[src/rtl/sdes_engine.sv]
// Iterative S-DES engine: key schedule, IP, two time-shared fk rounds with SW, IP^-1.
// One block per start/done handshake, result four edges after the accepting edge.

module sdes_fk (
  input  logic [0:7] data,
  input  logic [0:7] subkey,
  output logic [0:7] result
);

  logic [0:7] ep;
  logic [0:7] mixed;
  logic [1:0] s0_val;
  logic [1:0] s1_val;
  logic [0:3] sbox_out;
  logic [0:3] p4;

  function automatic logic [1:0] sbox0(input logic [3:0] idx);
    logic [1:0] v;
    case (idx)
      4'd0:  v = 2'd1;  4'd1:  v = 2'd0;  4'd2:  v = 2'd3;  4'd3:  v = 2'd2;
      4'd4:  v = 2'd3;  4'd5:  v = 2'd2;  4'd6:  v = 2'd1;  4'd7:  v = 2'd0;
      4'd8:  v = 2'd0;  4'd9:  v = 2'd2;  4'd10: v = 2'd1;  4'd11: v = 2'd3;
      4'd12: v = 2'd3;  4'd13: v = 2'd1;  4'd14: v = 2'd3;  default: v = 2'd2;
    endcase
    return v;
  endfunction

  function automatic logic [1:0] sbox1(input logic [3:0] idx);
    logic [1:0] v;
    case (idx)
      4'd0:  v = 2'd0;  4'd1:  v = 2'd1;  4'd2:  v = 2'd2;  4'd3:  v = 2'd3;
      4'd4:  v = 2'd2;  4'd5:  v = 2'd0;  4'd6:  v = 2'd1;  4'd7:  v = 2'd3;
      4'd8:  v = 2'd3;  4'd9:  v = 2'd0;  4'd10: v = 2'd1;  4'd11: v = 2'd0;
      4'd12: v = 2'd2;  4'd13: v = 2'd1;  4'd14: v = 2'd0;  default: v = 2'd3;
    endcase
    return v;
  endfunction

  // S-box row is {outer bits}, column is {inner bits}; index = row*4 + col
  always_comb begin
    ep       = {data[7], data[4], data[5], data[6], data[5], data[6], data[7], data[4]};
    mixed    = ep ^ subkey;
    s0_val   = sbox0({mixed[0], mixed[3], mixed[1], mixed[2]});
    s1_val   = sbox1({mixed[4], mixed[7], mixed[5], mixed[6]});
    sbox_out = {s0_val, s1_val};
    p4       = {sbox_out[1], sbox_out[3], sbox_out[2], sbox_out[0]};
    result   = {data[0:3] ^ p4, data[4:7]};
  end

endmodule

module sdes_engine (
  input  logic       clk,
  input  logic       rst_n,
  input  logic       start,
  input  logic       decrypt,
  input  logic [0:9] key,
  input  logic [0:7] din,
  output logic       busy,
  output logic       done,
  output logic [0:7] dout
);

  // state  | meaning
  // IDLE   | waiting for start; captures IP(din), key, mode
  // KEYGEN | derive K1/K2 from captured key
  // ROUND1 | fk with first subkey, then nibble swap
  // ROUND2 | fk with second subkey, no swap
  // OUTPUT | apply IP^-1 into dout, pulse done
  typedef enum logic [2:0] {
    IDLE   = 3'd0,
    KEYGEN = 3'd1,
    ROUND1 = 3'd2,
    ROUND2 = 3'd3,
    OUTPUT = 3'd4
  } state_t;

  state_t     state;
  state_t     next_state;
  logic [0:7] data_r;
  logic [0:9] key_r;
  logic       mode_r;
  logic [0:7] k1_r;
  logic [0:7] k2_r;
  logic [0:7] round_key;
  logic [0:7] fk_out;

  function automatic logic [0:9] p10(input logic [0:9] k);
    return {k[2], k[4], k[1], k[6], k[3], k[9], k[0], k[8], k[7], k[5]};
  endfunction

  function automatic logic [0:9] ls1(input logic [0:9] k);
    return {k[1:4], k[0], k[6:9], k[5]};
  endfunction

  function automatic logic [0:9] ls2(input logic [0:9] k);
    return {k[2:4], k[0:1], k[7:9], k[5:6]};
  endfunction

  function automatic logic [0:7] p8(input logic [0:9] k);
    return {k[5], k[2], k[6], k[3], k[7], k[4], k[9], k[8]};
  endfunction

  function automatic logic [0:7] ip(input logic [0:7] d);
    return {d[1], d[5], d[2], d[0], d[3], d[7], d[4], d[6]};
  endfunction

  function automatic logic [0:7] ip_inv(input logic [0:7] d);
    return {d[3], d[0], d[2], d[4], d[6], d[1], d[7], d[5]};
  endfunction

  // decrypt simply reverses subkey order across the two rounds
  always_comb begin
    round_key = k1_r;
    if (state == ROUND1) round_key = mode_r ? k2_r : k1_r;
    else if (state == ROUND2) round_key = mode_r ? k1_r : k2_r;
  end

  sdes_fk u_fk (
    .data   (data_r),
    .subkey (round_key),
    .result (fk_out)
  );

  always_ff @(posedge clk or negedge rst_n) begin
    if (!rst_n) state <= IDLE;
    else        state <= next_state;
  end

  always_comb begin
    next_state = state;
    busy       = 1'b1;
    case (state)
      IDLE: begin
        busy = 1'b0;
        if (start) next_state = KEYGEN;
      end
      KEYGEN:  next_state = ROUND1;
      ROUND1:  next_state = ROUND2;
      ROUND2:  next_state = OUTPUT;
      OUTPUT:  next_state = IDLE;
      default: next_state = IDLE;
    endcase
  end

  always_ff @(posedge clk or negedge rst_n) begin
    if (!rst_n) begin
      data_r <= '0;
      key_r  <= '0;
      mode_r <= 1'b0;
      k1_r   <= '0;
      k2_r   <= '0;
      dout   <= '0;
      done   <= 1'b0;
    end else begin
      done <= 1'b0;
      case (state)
        IDLE: begin
          if (start) begin
            data_r <= ip(din);
            key_r  <= key;
            mode_r <= decrypt;
          end
        end
        KEYGEN: begin
          k1_r <= p8(ls1(p10(key_r)));
          k2_r <= p8(ls2(ls1(p10(key_r))));
        end
        ROUND1: data_r <= {fk_out[4:7], fk_out[0:3]};
        ROUND2: data_r <= fk_out;
        OUTPUT: begin
          dout <= ip_inv(data_r);
          done <= 1'b1;
        end
        default: ;
      endcase
    end
  end

endmodule

[config.mk]
export PLATFORM = sky130hd
export DESIGN_NAME = sdes_engine
export DESIGN_NICKNAME = d
export VERILOG_FILES = /design/src/rtl/sdes_engine.sv
export SDC_FILE = /design/constraint.sdc
export NUM_CORES = 1
export LEC_CHECK = 0
export ABC_CLOCK_PERIOD_IN_PS = 2500
export BUFFER_PORTS_ARGS = -buffer_cell sky130_fd_sc_hd__buf_2
export CAP_MARGIN = 20
export CORE_ASPECT_RATIO = 0.6
export CORE_UTILIZATION = 56
export DETAILED_ROUTE_END_ITERATION = 10
export PLACE_DENSITY_LB_ADDON = 0.2
export SLEW_MARGIN = 20
export SYNTH_ARGS = -nofsm -noshare
export SYNTH_HDL_FRONTEND = slang
export SYNTH_SLANG_ARGS = --single-unit
[constraint.sdc]
create_clock -name clk -period 2.5 [get_ports clk]
set_clock_uncertainty 0.15 [all_clocks]
set_input_delay 0.25 -clock clk [delete_from_list [all_inputs] [get_ports clk]]
set_output_delay 0.25 -clock clk [all_outputs]
set_load 0.02 [all_outputs]
# [After elaboration in Yosys (flattened, before gate mapping)]
# Memories as Yosys holds them, arrays and structs flattened.
# Index checks and enable logic that the tools add are counted.
[totals] regBits=47 mem_bits_ro=64 out_inout_bits=10 elab_cells=35 memories=2
[classes] n_eq_ne=5 n_mux=10 bitwise=3 reduce_logical=6
[mem_list] name="(no name shown)" depth=16 word_bits=2 read_ports=1 rd_ports_with_merged_regs=0 wr=0 line="19" source="case (idx)"
[mem_list] name="(no name shown)" depth=16 word_bits=2 read_ports=1 rd_ports_with_merged_regs=0 wr=0 line="30" source="case (idx)"
[ops] op="$mux 8" n=5
[ops] op="$pmux 8 s3" n=1
[ops] op="$pmux 3 s4" n=1
[ops] op="$xor 8x8->8" n=1
[ops] op="$eq 3x2->1 const B" n=2
[ops] op="$reduce_and 2->1" n=2
[ops] op="$xor 4x4->4" n=1
[ops] op="$eq 3x1->1 const B" n=1
[ops] op="$eq 3x3->1 const B" n=1
[ops] op="$logic_not 3->1" n=1
[ops] op="$mux 3" n=1
[ops] op="$reduce_and 3->1" n=1
[ops] op="$reduce_bool 3->1" n=1
[ops] op="$mux 1" n=2
[ops] op="$ne 2x2->1 const B" n=1
[ops] op="$reduce_bool 2->1" n=1
[ops] op="$not 1->1" n=1

# [Longest topological paths before layout]
# Gate-level depths: netlist of the first run.
# An unclocked memory read counts as a cell.
[logic_depth] ltp_word=7 depth_mapped=11 ltp_nobuf=9

# [Hierarchy]
# A second synthesis of the first run with hierarchy kept.
[unflattened] hier_cells=164 hier_area_um2=2113.3
[by_module_without_submodules] module="sdes_engine" n_inst=1 cells_per_inst=131 area_per_inst_um2=1846.8 seq_area_each_um2=1026.0
[by_module_without_submodules] module="sdes_fk" n_inst=1 cells_per_inst=33 area_per_inst_um2=266.5 seq_area_each_um2=0.0

# [Least setup slack after synthesis of the first run]
# No wires, ideal clock.
[synth_timing] kind="register to register" from="register state[1]" to="register data_r[6] (netlist name)" setup_time_ns=0.129 arrival_time_ns=1.902 required_ns=2.221 slack_ns=0.319 path_stages_with_launch=11 path_buffers=2 cell_sequence="dfrtp_1 clkbuf_1 nand2b_1 clkbuf_1 o22ai_1 nand3_1 inv_1 ha_1 mux2i_1 xnor2_1 o21ai_0"
[synth_between] elab_chain_len=7 word_cells_on_any_way=13 classes_between="eq/ne (3); mux (3); bitwise (3); reduce/logical (3); memory (1)"
[synth_rtl] item="start, declared" line="78" source="state_t state;"
[synth_rtl] item="start signal, assigned" line="127" source="else state <= next_state;"
[synth_rtl] item="$eq 3x2->1" line="116, 157"
[synth_rtl] item="$mux 8" line="116" source="else if (state == ROUND2) round_key = mode_r ? k1_r : k2_r;"
[synth_rtl] item="$mux 8" line="115" source="if (state == ROUND1) round_key = mode_r ? k2_r : k1_r;"
[synth_rtl] item="$xor 8x8->8" line="42" source="mixed = ep ^ subkey;"
[synth_rtl] item="$mem_v2 16x2"
[synth_rtl] item="$xor 4x4->4" line="47" source="result = {data[0:3] ^ p4, data[4:7]};"
[synth_rtl] item="$pmux 8 s3" line="157" source="case (state)"
[synth_rtl] item="end signal, assigned" line="160" source="data_r <= ip(din);"
[synth_rtl] item="end signal, assigned" line="169" source="ROUND1: data_r <= {fk_out[4:7], fk_out[0:3]};"
[synth_rtl] item="end signal, assigned" line="170" source="ROUND2: data_r <= fk_out;"
[synth_rtl] item="end, declared" line="80" source="logic [0:7] data_r;"
# Parallel ways exist; a longest one is shown, timed or not.
# A chain may end at the register's enable or synchronous reset.

# [Worst setup path in the final report of the first run]
[layout_timing] from="register mode_r" to="register data_r[6] (netlist name)"
[layout_between] elab_chain_len=7 word_cells_on_any_way=8 classes_between="mux (5); bitwise (2); memory (1)"
[layout_rtl] item="start, declared" line="82" source="logic mode_r;"
[layout_rtl] item="start signal, assigned" line="162" source="mode_r <= decrypt;"
[layout_rtl] item="$mux 8 (2 in a row)" line="116"
[layout_rtl] item="$mux 8 *" line="115"
[layout_rtl] item="$xor 8x8->8 *" line="42"
[layout_rtl] item="$mem_v2 16x2 *"
[layout_rtl] item="$xor 4x4->4 *" line="47"
[layout_rtl] item="$pmux 8 s3 *" line="157"
# Mark *: on every way between the ends. The rest lies on a longest branch, timed or not.

==> results_dict.tcl, run 1 <==
set metrics [dict create \
    hold_path_class "input port to flop" \
    syn-num-nets 246 \
    layout_min_cycle_time_ns 2.33 \
    grt_pass1_vias 1599 \
    path_clk_slew_ns 0.08 \
    yosys-top-cells-area "dfrtp_1 (47%), mux2_2 (9.2%), nand2_1 (7.8%)" \
    synth_top_cell_area_share_pct 46.6 \
    grt_pass1_wl_mm 7.89 \
    synth_edf_count 0 \
    post-route-drc-count 0 \
    post-route-period-util_pct 93.1 \
    n_antenna_cell 0 \
    ys_ff_latch 41 \
    yosysSeqAreaShare_pct 46.6 \
    grt_max_degree 42 \
    area_growth_pct 22.2 \
    p_leak_nw 1.23 \
    finalNetCount 293 \
    grt_util_all_layers_pct 24.7 \
    syn_inst 223 \
    gp_congestion 0.816 \
    rsz0062_at_grt "no" \
    dp_hpwl_mm 3.21 \
    finalHoldViolations 0 \
    synth-main-ff-cell "dfrtp_1" \
    fmax_mhz 430 \
    die_height_um 50.6 \
    start_kind "flop" \
    die_w_um 83.0 \
    status "finished, final reports clean" \
    root_buffer "clkbuf_8" \
    yosysWarnings 0 \
    dr.pass1.iters 4 \
    worst_pin_slew_ns 0.894 \
    critPathMaxFanout 9 \
    critical_path_arrival_ns 2.36 \
    die_area_mm2 0.00420 \
    yosysTopAreaCell "dfrtp_1" \
    drtIter0Drc 110 \
    design_area_mm2 0.00269 \
    core-area_mm2 0.00372 \
    clk-insertion-delay-late_ns 0.29 \
    numCtsBuffers 5 \
    grt_overflow 0 \
    dpl_cell_area_mm2 0.00243 \
    cts_buffer_depth 2 \
    cp_data_required_time_ns 2.53 \
    relSlewSlack_pct 40.4 \
    ioPinCount 32 \
    end_kind "flop" \
    cts.sinks 41 \
    drive_gt1_share_pct 28.5 \
    num_vias 1734 \
    yosys-top-cells-count "nand2_1 (46), dfrtp_1 (41), mux2_2 (18)" \
    yosysUniqueCellTypes 37 \
    drtAntennaViolNets 0 \
    syn_area_mm2 0.00220 \
    viasPerCell 5.47 \
    synthArstFlopShare_pct 100 \
    antenna_found_initial 0 \
    crit_type "flop to flop" \
    rows 17 \
    drv_slew 0 \
    port_buffers 31 \
    holdWs_ns 0.0631 \
    synth_most_common_cell "nand2_1" \
    wl_per_cell_um 14.4 \
    p_per_area_mw_per_mm2 1590 \
    avgSynthCellArea_um2 9.87 \
    cap_violations 0 \
    start_util_pct 59.2 \
    cts_tree "done" \
    tns_ns 0 \
    final-setup-viol-count 0 \
    routed_wl_mm 4.55 \
    htree_levels 2 \
    vdd_drop_max_mv 0.835 \
]
==> where the power goes <==
part	internal (mW)	switching, mW	total (mW)
clock	0.290	0.222	0.512
combinational	1.15	1.30	2.45
sequential	0.993	0.314	1.31
total	2.43	1.84	4.27
==> critical path: stages (launching register included) <==
cell and delay [ns]:
dfrtp_1 0.48, xnor2_4 0.34, buf_4 0.17, o22ai_1 0.08, nand3_1 0.14, inv_1 0.06, ha_1 0.28, mux2i_1 0.22
xnor2_1 0.18, o21ai_0 0.10
==> sequential cells by signal, indices dropped and copies added, names as in the netlist <==
register  count
dout          8
data_r        8
k2_r          3
state         3
k1_r          7
done          1
mode_r        1
key_r        10
==> stage by stage <==
stage               utilization [%]  setup slack (ns)  power, mW  cells
floorplan                         -             0.319       3.06    223
global placement               65.3             0.146       3.58    296
detailed placement             65.3            0.0660       3.64    296
CTS                            71.3            0.0186       4.19    315
global route                   72.3            0.0310       4.64    317
finish                         72.3             0.172       4.27    317
==> area by class of cell <==
cell class	count	area (µm²)
inverters	4	15.0
clock inverters	2	35.0
repair buffers	54	358
flip-flops and latches	41	1030
clock buffers	5	68.8
fillers	275	1030
well taps	47	58.8
multi-input cells	164	1130
==> what timing repair did <==
| item | 4_1_cts | 5_1_grt |
|---|---|---|
| gates resized for setup | 0 | 4 |
| setup endpoints to repair | 0 | 6 |
| buffers inserted | 0 | 2 |
| hold endpoints to repair | 52 | 0 |
| hold buffers | 12 | 0 |
==> routing by layer <==
metal	vias to the layer above	global-route usage, %	share of wire [%]
met1	805	36.8	53
met3	5	6.09	6.3
li1	872	-	-
met4	0	7.18	0.51
met5	-	0	0
met2	52	35.5	40
==> path summary, 6_finish.rpt <==
path	from	endpoint	slack, ns	depth (start not counted)
max in group asynchronous	rst_n	state[1]	1.12	2
max reg2reg	mode_r	data_r[6]	0.17	9
min	din[3]	data_r[4]	0.06	3
min reg2reg	key_r[4]	key_r[4]	0.33	2
max	mode_r	data_r[6]	0.17	9
min in group asynchronous	rst_n	key_r[7]	0.47	2
==> placed cells by master, fill, tap and decap left out, types with 3 or more instances in the layout <==
cell type,instances
a21oi_1,4
and2_1,3
buf_2,31
buf_4,11
clkbuf_8,5
dfrtp_1,40
dlygate4sd3_1,12
inv_1,4
mux2_2,18
mux2i_1,6
nand2_1,46
nand2b_1,6
nand3_1,7
nand4b_1,6
nor2_1,6
nor2b_1,14
nor3b_1,3
o21ai_0,7
o22ai_1,7
o31ai_1,4
xnor2_1,5
==> cells by family (layout without fill, tap and decap cells) <==
| kind of cell | Yosys count | in the layout | synth area share (%) |
|---|---|---|---|
| XOR/XNOR | 10 | 10 | 4.66 |
| flip-flops | 41 | 41 | 46.6 |
| multiplexers | 24 | 24 | 11.9 |
| buffers and inverters | 18 | 65 | 3.12 |
| adder cells (fa/ha/maj) | 1 | 1 | 0.568 |
| AND/OR/NAND/NOR | 99 | 99 | 23.9 |
| AO/OA/AOI/OAI | 30 | 30 | 9.26 |
Power figures use the tool's default switching activity.
==> run 2, diff against run 1 <==
- ABC_CLOCK_PERIOD_IN_PS: 2500 -> 2300
- clock period: 2.5 -> 2.3 ns (I/O delays scaled with it)
==> run 2 against run 1 <==
Compared with the run above:
- via count rose by 2.9%
- worst setup slack got worse by 0.12 ns
- first-iteration DRC count fell by 17%
- final cell count rose by 2.5%
- highest routed layer unchanged
==> results_dict.tcl, run 2 (same netlist as run 1, synthesis figures left out) <==
set metrics [dict create \
    fin_total_pwr_mw 4.76 \
    hold_path_class "input port to flop" \
    grt_max_degree 29 \
    largest_register_ffs 10 \
    critPathMaxFanout 10 \
    grt_pass1_vias 1662 \
    cts_tree "done" \
    die_height_um 50.6 \
    layout_min_cycle_time_ns 2.24 \
    start_util_pct 59.2 \
    start_kind "flop" \
    critical_path_arrival_ns 2.27 \
    final_util_pct 73.9 \
    area_growth_pct 25.0 \
    mostFrequentLayoutCell "nand2_1" \
    wl_per_cell_um 15.2 \
    vdd_drop_max_mv 0.929 \
    finalHoldViolations 0 \
    viasPerCell 5.49 \
    status "finished, final reports clean" \
    crit_type "flop to flop" \
    core-area_mm2 0.00372 \
    numCtsBuffers 5 \
    cts_buffer_depth 2 \
    post-route-period-util_pct 97.5 \
    regMostFlops "key_r" \
    dpl.cell_count 304 \
    n_antenna_cell 0 \
    num_vias 1784 \
    worst_pin_slew_ns 0.635 \
    drive_gt1_share_pct 31.7 \
    path_clk_slew_ns 0.08 \
    rows 17 \
    final_cell_mix "nand2_1 (46), dfrtp_1 (39), buf_2 (31), mux2_2 (18), buf_4 (18)" \
    cts.sinks 41 \
    p_leak_nw 1.27 \
    grt_pass1_wl_mm 8.10 \
    finalNetCount 300 \
    port_buffers 31 \
    die_w_um 83.0 \
    layout.cells.non_filler 325 \
    routed_wl_mm 4.93 \
    rsz0062_at_grt "yes" \
    post-route-drc-count 0 \
    antenna_found_initial 0 \
    gp_congestion 0.845 \
    end_kind "flop" \
    dp_hpwl_mm 3.47 \
    dr.pass1.iters 4 \
    grt_overflow 0 \
    root_buffer "clkbuf_8" \
    fmax_mhz 446 \
    p_per_area_mw_per_mm2 1730 \
    setup_slack_ns 0.0567 \
    drv_slew 0 \
    holdWs_ns 0.0342 \
    relSlewSlack_pct 57.7 \
    drtAntennaViolNets 0 \
    clk-insertion-delay-late_ns 0.31 \
    drtIter0Drc 91 \
    top_regs "key_r: 10 flops, data_r: 8 flops, dout: 8 flops" \
    cp_data_required_time_ns 2.33 \
    cap_violations 0 \
    place_ws_ns -0.0507 \
    final-setup-viol-count 0 \
    grt_util_all_layers_pct 25.9 \
    ioPinCount 32 \
    htree_levels 2 \
    die_area_mm2 0.00420 \
]
[run 2: worst paths after layout]
path | slack, ns | to | start | cells after the start
min in group asynchronous | 0.32 | dout[1] | rst_n | 2
worst max-delay path | 0.06 | data_r[4] | mode_r | 7
worst max register to register | 0.06 | data_r[4] | mode_r | 7
worst min register to register | 0.32 | key_r[3] | key_r[3] | 2
worst min-delay path | 0.03 | data_r[4] | din[3] | 3
max in group asynchronous | 1.10 | mode_r | rst_n | 3
[run 2: what timing repair did]
item                                    in CTS  in global routing
resized for setup                            2                  9
hold buffers                                12                  0
pin swaps                                    0                  3
endpoints found under the setup margin       3                  7
hold endpoints to repair                    37                  0
setup buffers                                0                  1
[run 2: critical path, stage by stage (launching register included)]
cell      delay [ns]
dfrtp_2         0.47
xnor2_4         0.22
or4_1           0.44
nand3_2         0.15
a21oi_1         0.10
o32ai_2         0.18
xor2_1          0.25
o221ai_1        0.14
[run 2: report_power, final]
| part | switching (mW) | leakage, nW | total, mW | internal (mW) |
|---|---|---|---|---|
| Sequential | 0.341 | 0.495 | 1.42 | 1.08 |
| Clock | 0.250 | 0.0450 | 0.460 | 0.210 |
| Combinational | 1.54 | 0.729 | 2.88 | 1.34 |
| Total | 2.13 | 1.27 | 4.76 | 2.63 |
[run 2: per-stage QoR]
stage,area (µm²),TNS (ns)
after detailed placement,2490,-0.0507
after floorplan,2200,0
final,2750,0
after global placement,2490,-0.00236
after CTS,2710,0
after global routing,2750,-0.168
[run 2: layout make-up]
| cell class | instances | area, µm² |
|---|---|---|
| Timing Repair Buffer | 61 | 410 |
| Fill cell | 262 | 970 |
| Tap cell | 47 | 58.8 |
| Inverter | 4 | 15.0 |
| Clock inverter | 2 | 10.0 |
| Clock buffer | 6 | 72.6 |
| Multi-Input combinational cell | 164 | 1160 |
| Sequential cell | 41 | 1030 |
[run 2: per-layer routing]
layer | wire length (µm) | share of wire [%] | up-vias | GRT usage [%]
met1 | 2610 | 53 | 852 | 37.0
li1 | - | - | 881 | -
met2 | 2030 | 41 | 44 | 37.7
met4 | 51 | 1.0 | 0 | 6.90
met5 | 0 | 0 | - | 0
met3 | 241 | 4.9 | 7 | 8.72
